**src/rtl/cfar_frame_ctrl.sv**
```systemverilog
// cfar_frame_ctrl: frame sequencer in front of the CFAR detector core.
// Numbers accepted samples, flags end-of-packet, holds the scan direction for
// the frame, inserts a drain gap and publishes a per-frame detection summary.
// Optional build macro CFAR_PEAK_CAP_EN: cap forwarded detections at MAX_PEAKS
// per frame and report a sticky overflow on frame_overflow.
module cfar_frame_ctrl #(
   parameter int unsigned INPUT_WIDTH  = 32,
   parameter int unsigned IDX_W        = 10,
   parameter int unsigned DRAIN_CYCLES = 15,
   parameter int unsigned PEAK_W       = 10,
   parameter int unsigned MAX_PEAKS    = 64
) (
   input  logic                   clk,
   input  logic                   reset_n,
   input  logic                   enable,
   input  logic [IDX_W:0]         cfg_frame_len,
   input  logic                   cfg_reverse,
   input  logic [INPUT_WIDTH-1:0] s_power,
   input  logic                   s_valid,
   output logic                   s_ready,
   output logic [INPUT_WIDTH-1:0] power_in,
   output logic [IDX_W-1:0]       index_in,
   output logic                   input_valid,
   output logic                   eop_in,
   output logic                   reverse,
   input  logic                   max_valid,
   input  logic [IDX_W-1:0]       index_out,
   output logic                   peak_valid,
   output logic [IDX_W-1:0]       peak_index,
   output logic                   frame_done,
   output logic [PEAK_W-1:0]      frame_peaks,
   output logic                   frame_overflow,
   output logic                   busy
);

`ifdef CFAR_PEAK_CAP_EN
   localparam bit CAP_EN = 1'b1;
`else
   localparam bit CAP_EN = 1'b0;
`endif

   localparam int unsigned DRAIN_W = (DRAIN_CYCLES > 1) ? $clog2(DRAIN_CYCLES + 1) : 1;

   localparam logic [1:0] ST_IDLE   = 2'd0;
   localparam logic [1:0] ST_STREAM = 2'd1;
   localparam logic [1:0] ST_DRAIN  = 2'd2;
   localparam logic [1:0] ST_DONE   = 2'd3;

   logic [1:0]         state_q, state_d;
   logic [IDX_W:0]     len_q;
   logic [IDX_W:0]     count_q;
   logic [DRAIN_W-1:0] drain_q;
   logic [PEAK_W-1:0]  peak_cnt_q, peak_cnt_d;
   logic               ovf_q, ovf_d;
   logic               max_valid_q;
   logic               start, accept, last, close, rise, count_en, hit;

   // s_ready and busy decode straight from the state register, never from s_valid
   assign s_ready  = (state_q == ST_STREAM);
   assign busy     = (state_q != ST_IDLE);
   assign start    = (state_q == ST_IDLE) && enable && (cfg_frame_len >= (IDX_W+1)'(2));
   assign accept   = s_ready && s_valid;
   assign last     = (count_q == (len_q - (IDX_W+1)'(1)));
   assign close    = (state_q == ST_DRAIN) && (drain_q == DRAIN_W'(1));
   assign rise     = max_valid && !max_valid_q;
   assign count_en = rise && ((state_q == ST_STREAM) || (state_q == ST_DRAIN));

   // Next-state decode of the frame sequencer
   always_comb begin
      state_d = state_q;
      case (state_q)
         ST_IDLE:   if (start) state_d = ST_STREAM;
         ST_STREAM: if (accept && last) state_d = ST_DRAIN;
         ST_DRAIN:  if (close) state_d = ST_DONE;
         ST_DONE:   state_d = ST_IDLE;
         default:   state_d = ST_IDLE;
      endcase
   end

   // Detection accounting: saturating count, optional cap with sticky overflow
   always_comb begin
      peak_cnt_d = peak_cnt_q;
      ovf_d      = ovf_q;
      hit        = 1'b0;
      if (count_en) begin
         if (CAP_EN && (32'(peak_cnt_q) >= MAX_PEAKS)) begin
            ovf_d = 1'b1;
         end else begin
            hit = 1'b1;
            if (peak_cnt_q != '1) peak_cnt_d = peak_cnt_q + PEAK_W'(1);
         end
      end
   end

   // State register and latched frame configuration
   always_ff @(posedge clk or negedge reset_n) begin
      if (!reset_n) begin
         state_q <= ST_IDLE;
         len_q   <= '0;
         reverse <= 1'b0;
         count_q <= '0;
         drain_q <= '0;
      end else begin
         state_q <= state_d;
         if (start) begin
            len_q   <= cfg_frame_len;
            reverse <= cfg_reverse;
            count_q <= '0;
         end
         if (accept) count_q <= count_q + (IDX_W+1)'(1);
         if (accept && last) begin
            drain_q <= DRAIN_W'(DRAIN_CYCLES);
         end else if (state_q == ST_DRAIN) begin
            drain_q <= drain_q - DRAIN_W'(1);
         end
      end
   end

   // Sample path to the core; index_in holds across upstream gaps
   always_ff @(posedge clk or negedge reset_n) begin
      if (!reset_n) begin
         power_in    <= '0;
         index_in    <= '0;
         input_valid <= 1'b0;
         eop_in      <= 1'b0;
      end else begin
         input_valid <= accept;
         eop_in      <= accept && last;
         if (accept) begin
            power_in <= s_power;
            index_in <= count_q[IDX_W-1:0];
         end
      end
   end

   // Edge detector, per-frame peak counter and forwarded detections
   always_ff @(posedge clk or negedge reset_n) begin
      if (!reset_n) begin
         max_valid_q <= 1'b0;
         peak_cnt_q  <= '0;
         ovf_q       <= 1'b0;
         peak_valid  <= 1'b0;
         peak_index  <= '0;
      end else begin
         max_valid_q <= max_valid;
         peak_valid  <= hit;
         if (hit) peak_index <= index_out;
         if (start) begin
            peak_cnt_q <= '0;
            ovf_q      <= 1'b0;
         end else begin
            peak_cnt_q <= peak_cnt_d;
            ovf_q      <= ovf_d;
         end
      end
   end

   // Frame summary; uses next-state counts so a detection on the closing cycle is included
   always_ff @(posedge clk or negedge reset_n) begin
      if (!reset_n) begin
         frame_done     <= 1'b0;
         frame_peaks    <= '0;
         frame_overflow <= 1'b0;
      end else begin
         frame_done <= close;
         if (close) begin
            frame_peaks    <= peak_cnt_d;
            frame_overflow <= ovf_d;
         end
      end
   end

endmodule

```
**config.mk**
```make
export PLATFORM = sky130hd
export DESIGN_NAME = cfar_frame_ctrl
export DESIGN_NICKNAME = d
export VERILOG_FILES = /design/src/rtl/cfar_frame_ctrl.sv
export SDC_FILE = /design/constraint.sdc
export NUM_CORES = 1
export LEC_CHECK = 0
export CORE_ASPECT_RATIO = 2
export CORE_MARGIN = 2
export CORE_UTILIZATION = 30
export CTS_CLUSTER_DIAMETER = 50
export DETAILED_ROUTE_END_ITERATION = 10
export RECOVER_POWER = 50
export SLEW_MARGIN = 20
export SYNTH_ARGS = -nofsm -noshare
export SYNTH_HDL_FRONTEND = slang
export SYNTH_SLANG_ARGS = --single-unit
```
**constraint.sdc**
```tcl
create_clock -name clk -period 2.1 [get_ports clk]
set_input_delay 0.63 -clock clk [delete_from_list [all_inputs] [get_ports clk]]
set_output_delay 0.63 -clock clk [all_outputs]
set_load 0.05 [all_outputs]
```
==> summary.md <==
| Metric | Value |
|---|---|
| Status | finished, final reports clean |
| Leading area contributor after synthesis | dfrtp_1 |
| Worst path max stage delay | 0.40 ns |
| Arrival time of the worst setup path | 2.36 ns |
| First-pass GRT wire length | 20000 µm |
| Switching Power | 0.00462 W |
| Finished Cell Area | 0.00673 mm² |
| Total wire length | 11600 µm |
| Total track usage | 14.3% |
| DRC | 0 |
| Flop2flop setup slack | 0.007 ns |
| Largest net degree at the start of global routing | 37 |
| Worst path required time | 2.37 ns |
| Share of cells above drive strength 1 | 20.5% |
| Max IR drop VDD | 0.826 mV |
| Clock root buffer | clkbuf_16 |
| Worst Hold Class | in -> async |
| CTS clk-pin slew, worst paths | 0.07 ns |
| Initial DRC Count | 172 |
| Post-Syn Area per Cell | 9.24 µm² |
| Hpwl dp | 8480 µm |
| Sequential-to-total area share from yosys stat | 55.7% |
| EDFF count, synth | 0 |
| Final ANT Viol Nets | 0 |
| CP max stage cell | dfrtp_1 |
| Multi-input gate area | 0.00207 mm² |
| Minimum clock period after layout | 2.09 ns |
| DR vias/cell | 4.53 |
| Critical Path Source | len_q[1] |
| Family with the most delay on the worst path | simple AND/OR/NAND/NOR gates |
| Ys async rst share | 100% |
| Number of diodes | 0 |
| Overall power | 0.0101 W |
| Clock power share | 16.7% |
| Capturing point of the worst reg2reg path | state_q[1] |
| Synth Instances | 515 |
| R2R cell count | 8 |
| Cts bufs inserted | 9 |
| Synth Flop Type | dfrtp_1 |
| Syn Nets | 583 |
| Core area | 0.0156 mm² |
| Area Overhead vs Synth | 41.4% |
| Register share of total power | 31.9% |
| Fin. max-slew vios | 0 |
| Met3 usage | 4.62% |
| Pleak | 3.31 nW |
| Ys Warns | 0 |
| Top Ports | 129 |
| I/O Buffers | 127 |
| Clk_lat worst skew | 0.34 ns |
| Max Cap Viol | 0 |
| Starting Density | 30.5% |
| CTS Sinks | 106 |
| Antenna violations before repair | 0 |
| FF+latch area | 0.00265 mm² |
| Filler cells | 1566 |
| Die ar. | 0.0169 mm² |
| Hold buffers post-CTS | 0 |
| Synth unique cells | 45 |
| Highest clock rate | 0.478 GHz |
| Crit-path cells | inv_2 > ha_4 > or3b_4 > nor2_1 > xnor2_1 > nand2_2 > o41ai_4 > a31o_1 |
| Grt ovf | 0 |
| Die Width | 93.1 µm |
| Post-Syn Area | 0.00476 mm² |
| WHS | 0.336 ns |
| Worst r2r src | len_q[1] |
| Crit Path Max Fanout | 3 |
| Final Hold Vio Count | 0 |
| CTS tree | yes |
| Ranking of synthesized cells by area | dfrtp_1 56%, nand2_1 16%, o21ai_0 3.5% |
| TritonRoute pass-1 iters | 4 |
| Synth Register Bits | 106 |
| Placed standard-cell area | 0.00639 mm² |
| H-Tree Depth | 3 |
| CP Buf/Inv Count | 1 |
| Comb power frac | 51.4% |
| CP Class | reg -> reg |
| Row count | 65 |
| Most frequent cells in the layout | 197 x nand2_1, 105 x dfrtp_1, 83 x buf_4 |
| Worst Setup Start Kind | flip-flop |
| Pint | 0.00551 W |
| Final worst path period share | 99.7% |
| Gpl congestion | 0.821 |
| Die Y | 182 µm |
| Met1 usage in global routing | 18.4% |
| Worst setup EP type | flip-flop |
| Vias in the first global route | 4138 |
| Nets@finish | 747 |
| RSZ-0062 raised after global routing | true |
| Grt peak-use layer | met2 |
| Max clock buf depth | 2 |
| Clock Skew | 0.0118 ns |
| PwrDens | 1510 mW/mm² |
| Per-cell routed wire length | 13.2 µm |
| Setup violators final | 0 |
| Worst Max-Slew Pin Slew | 0.763 ns |
| Most common cell after layout, fill and taps aside | nand2_1 |
| Slew margin rel. | 49.1% |
| Routing usage on met2 | 23.3% |
| Post-synth top area share | 55.7% |
| Switching Share | 45.6% |
| Setup TNS | 0 ns |
| Detailed-route via count | 4002 |
-- worst register-to-register path: stages (launching register included) --
cell and delay (ns):
dfrtp_1 0.40, inv_2 0.08, ha_4 0.14, or3b_4 0.39, nor2_1 0.14, xnor2_1 0.18, nand2_2 0.12, o41ai_4 0.37
a31o_1 0.20
-- power groups by stage --
stage                     Sequential [W]  Clock, W  Combinational, W
final                            0.00323   0.00169           0.00521
after global routing             0.00335   0.00182           0.00565
after CTS                        0.00323   0.00176           0.00530
after detailed placement         0.00326         0           0.00514
after global placement           0.00325         0           0.00508
after floorplan                  0.00482         0           0.00184
-- cell usage after synthesis, types with 5 or more instances --
cell type and count:
a31oi_1 5, clkbuf_1 19, dfrtp_1 106, ha_1 9, inv_1 14, mux2_2 8
nand2_1 198, nand3_1 12, nand4_1 6, nor2_1 26, nor3_1 6, nor4_1 5
o21ai_0 33, xnor2_1 12, xor2_1 14
-- stage by stage --
step	instances	util [%]	setup WS (ns)
finish	883	43.1	0.00663
global route	883	43.1	-0.0908
CTS	881	43.3	-0.00843
detailed placement	861	40.9	-0.504
global placement	861	40.9	-0.487
floorplan	515	-	0.0492
-- registers in the layout, indices dropped and copies added, names as in the netlist, 2 cells and up --
register,count
peak_index,10
len_q,11
count_q,11
peak_cnt_q,10
frame_peaks,10
drain_q,4
index_in,10
power_in,32
state_q,2
-- cell families (layout without fill, tap and decap cells) --
kind of cell | count (synthesis) | after routing | share of synthesized area (%)
buffers and inverters | 38 | 205 | 3.42
xor gates and xnor gates | 26 | 26 | 4.79
muxes | 10 | 10 | 2.31
other | 1 | 1 | 0.0788
adders and majority gates | 9 | 9 | 2.37
AOI/OAI and AO/OA | 52 | 52 | 6.73
and+or+nand+nor | 273 | 273 | 24.6
DFF | 106 | 106 | 55.7
-- layout make-up --
cell class,count,share of cell area (%)
clock inverters,2,0.558
well taps,201,3.74
repair buffers,176,20.8
clock buffers,12,3.81
flip-flops and latches,106,39.5
multi-input cells,371,30.8
inverters,15,0.837
-- metal layers --
metal / up-vias / routed length, µm
li1: 1989 / -
met1: 1897 / 5030
met2: 107 / 5610
met3: 9 / 877
met4: 0 / 110
met5: - / 0
-- worst max path at each step --
| stage | endpoint | slack, ns | cells past startpoint |
|---|---|---|---|
| finish | state_q[1] | 0.007 | 8 |
| global route | state_q[1] | -0.09 | 8 |
| CTS | state_q[1] | -0.008 | 6 |
| detailed placement | state_q[0] | -0.50 | 8 |
| global placement | state_q[0] | -0.49 | 8 |
| floorplan | state_q[0] | 0.05 | 9 |
-- what timing repair did --
| action | in CTS | in global routing |
|---|---|---|
| pin swaps | 7 | 12 |
| resized for setup | 14 | 22 |
| setup buffers | 6 | 2 |
| setup endpoints to repair | 39 | 38 |
No activity file was read; power rests on OpenSTA's default activity.
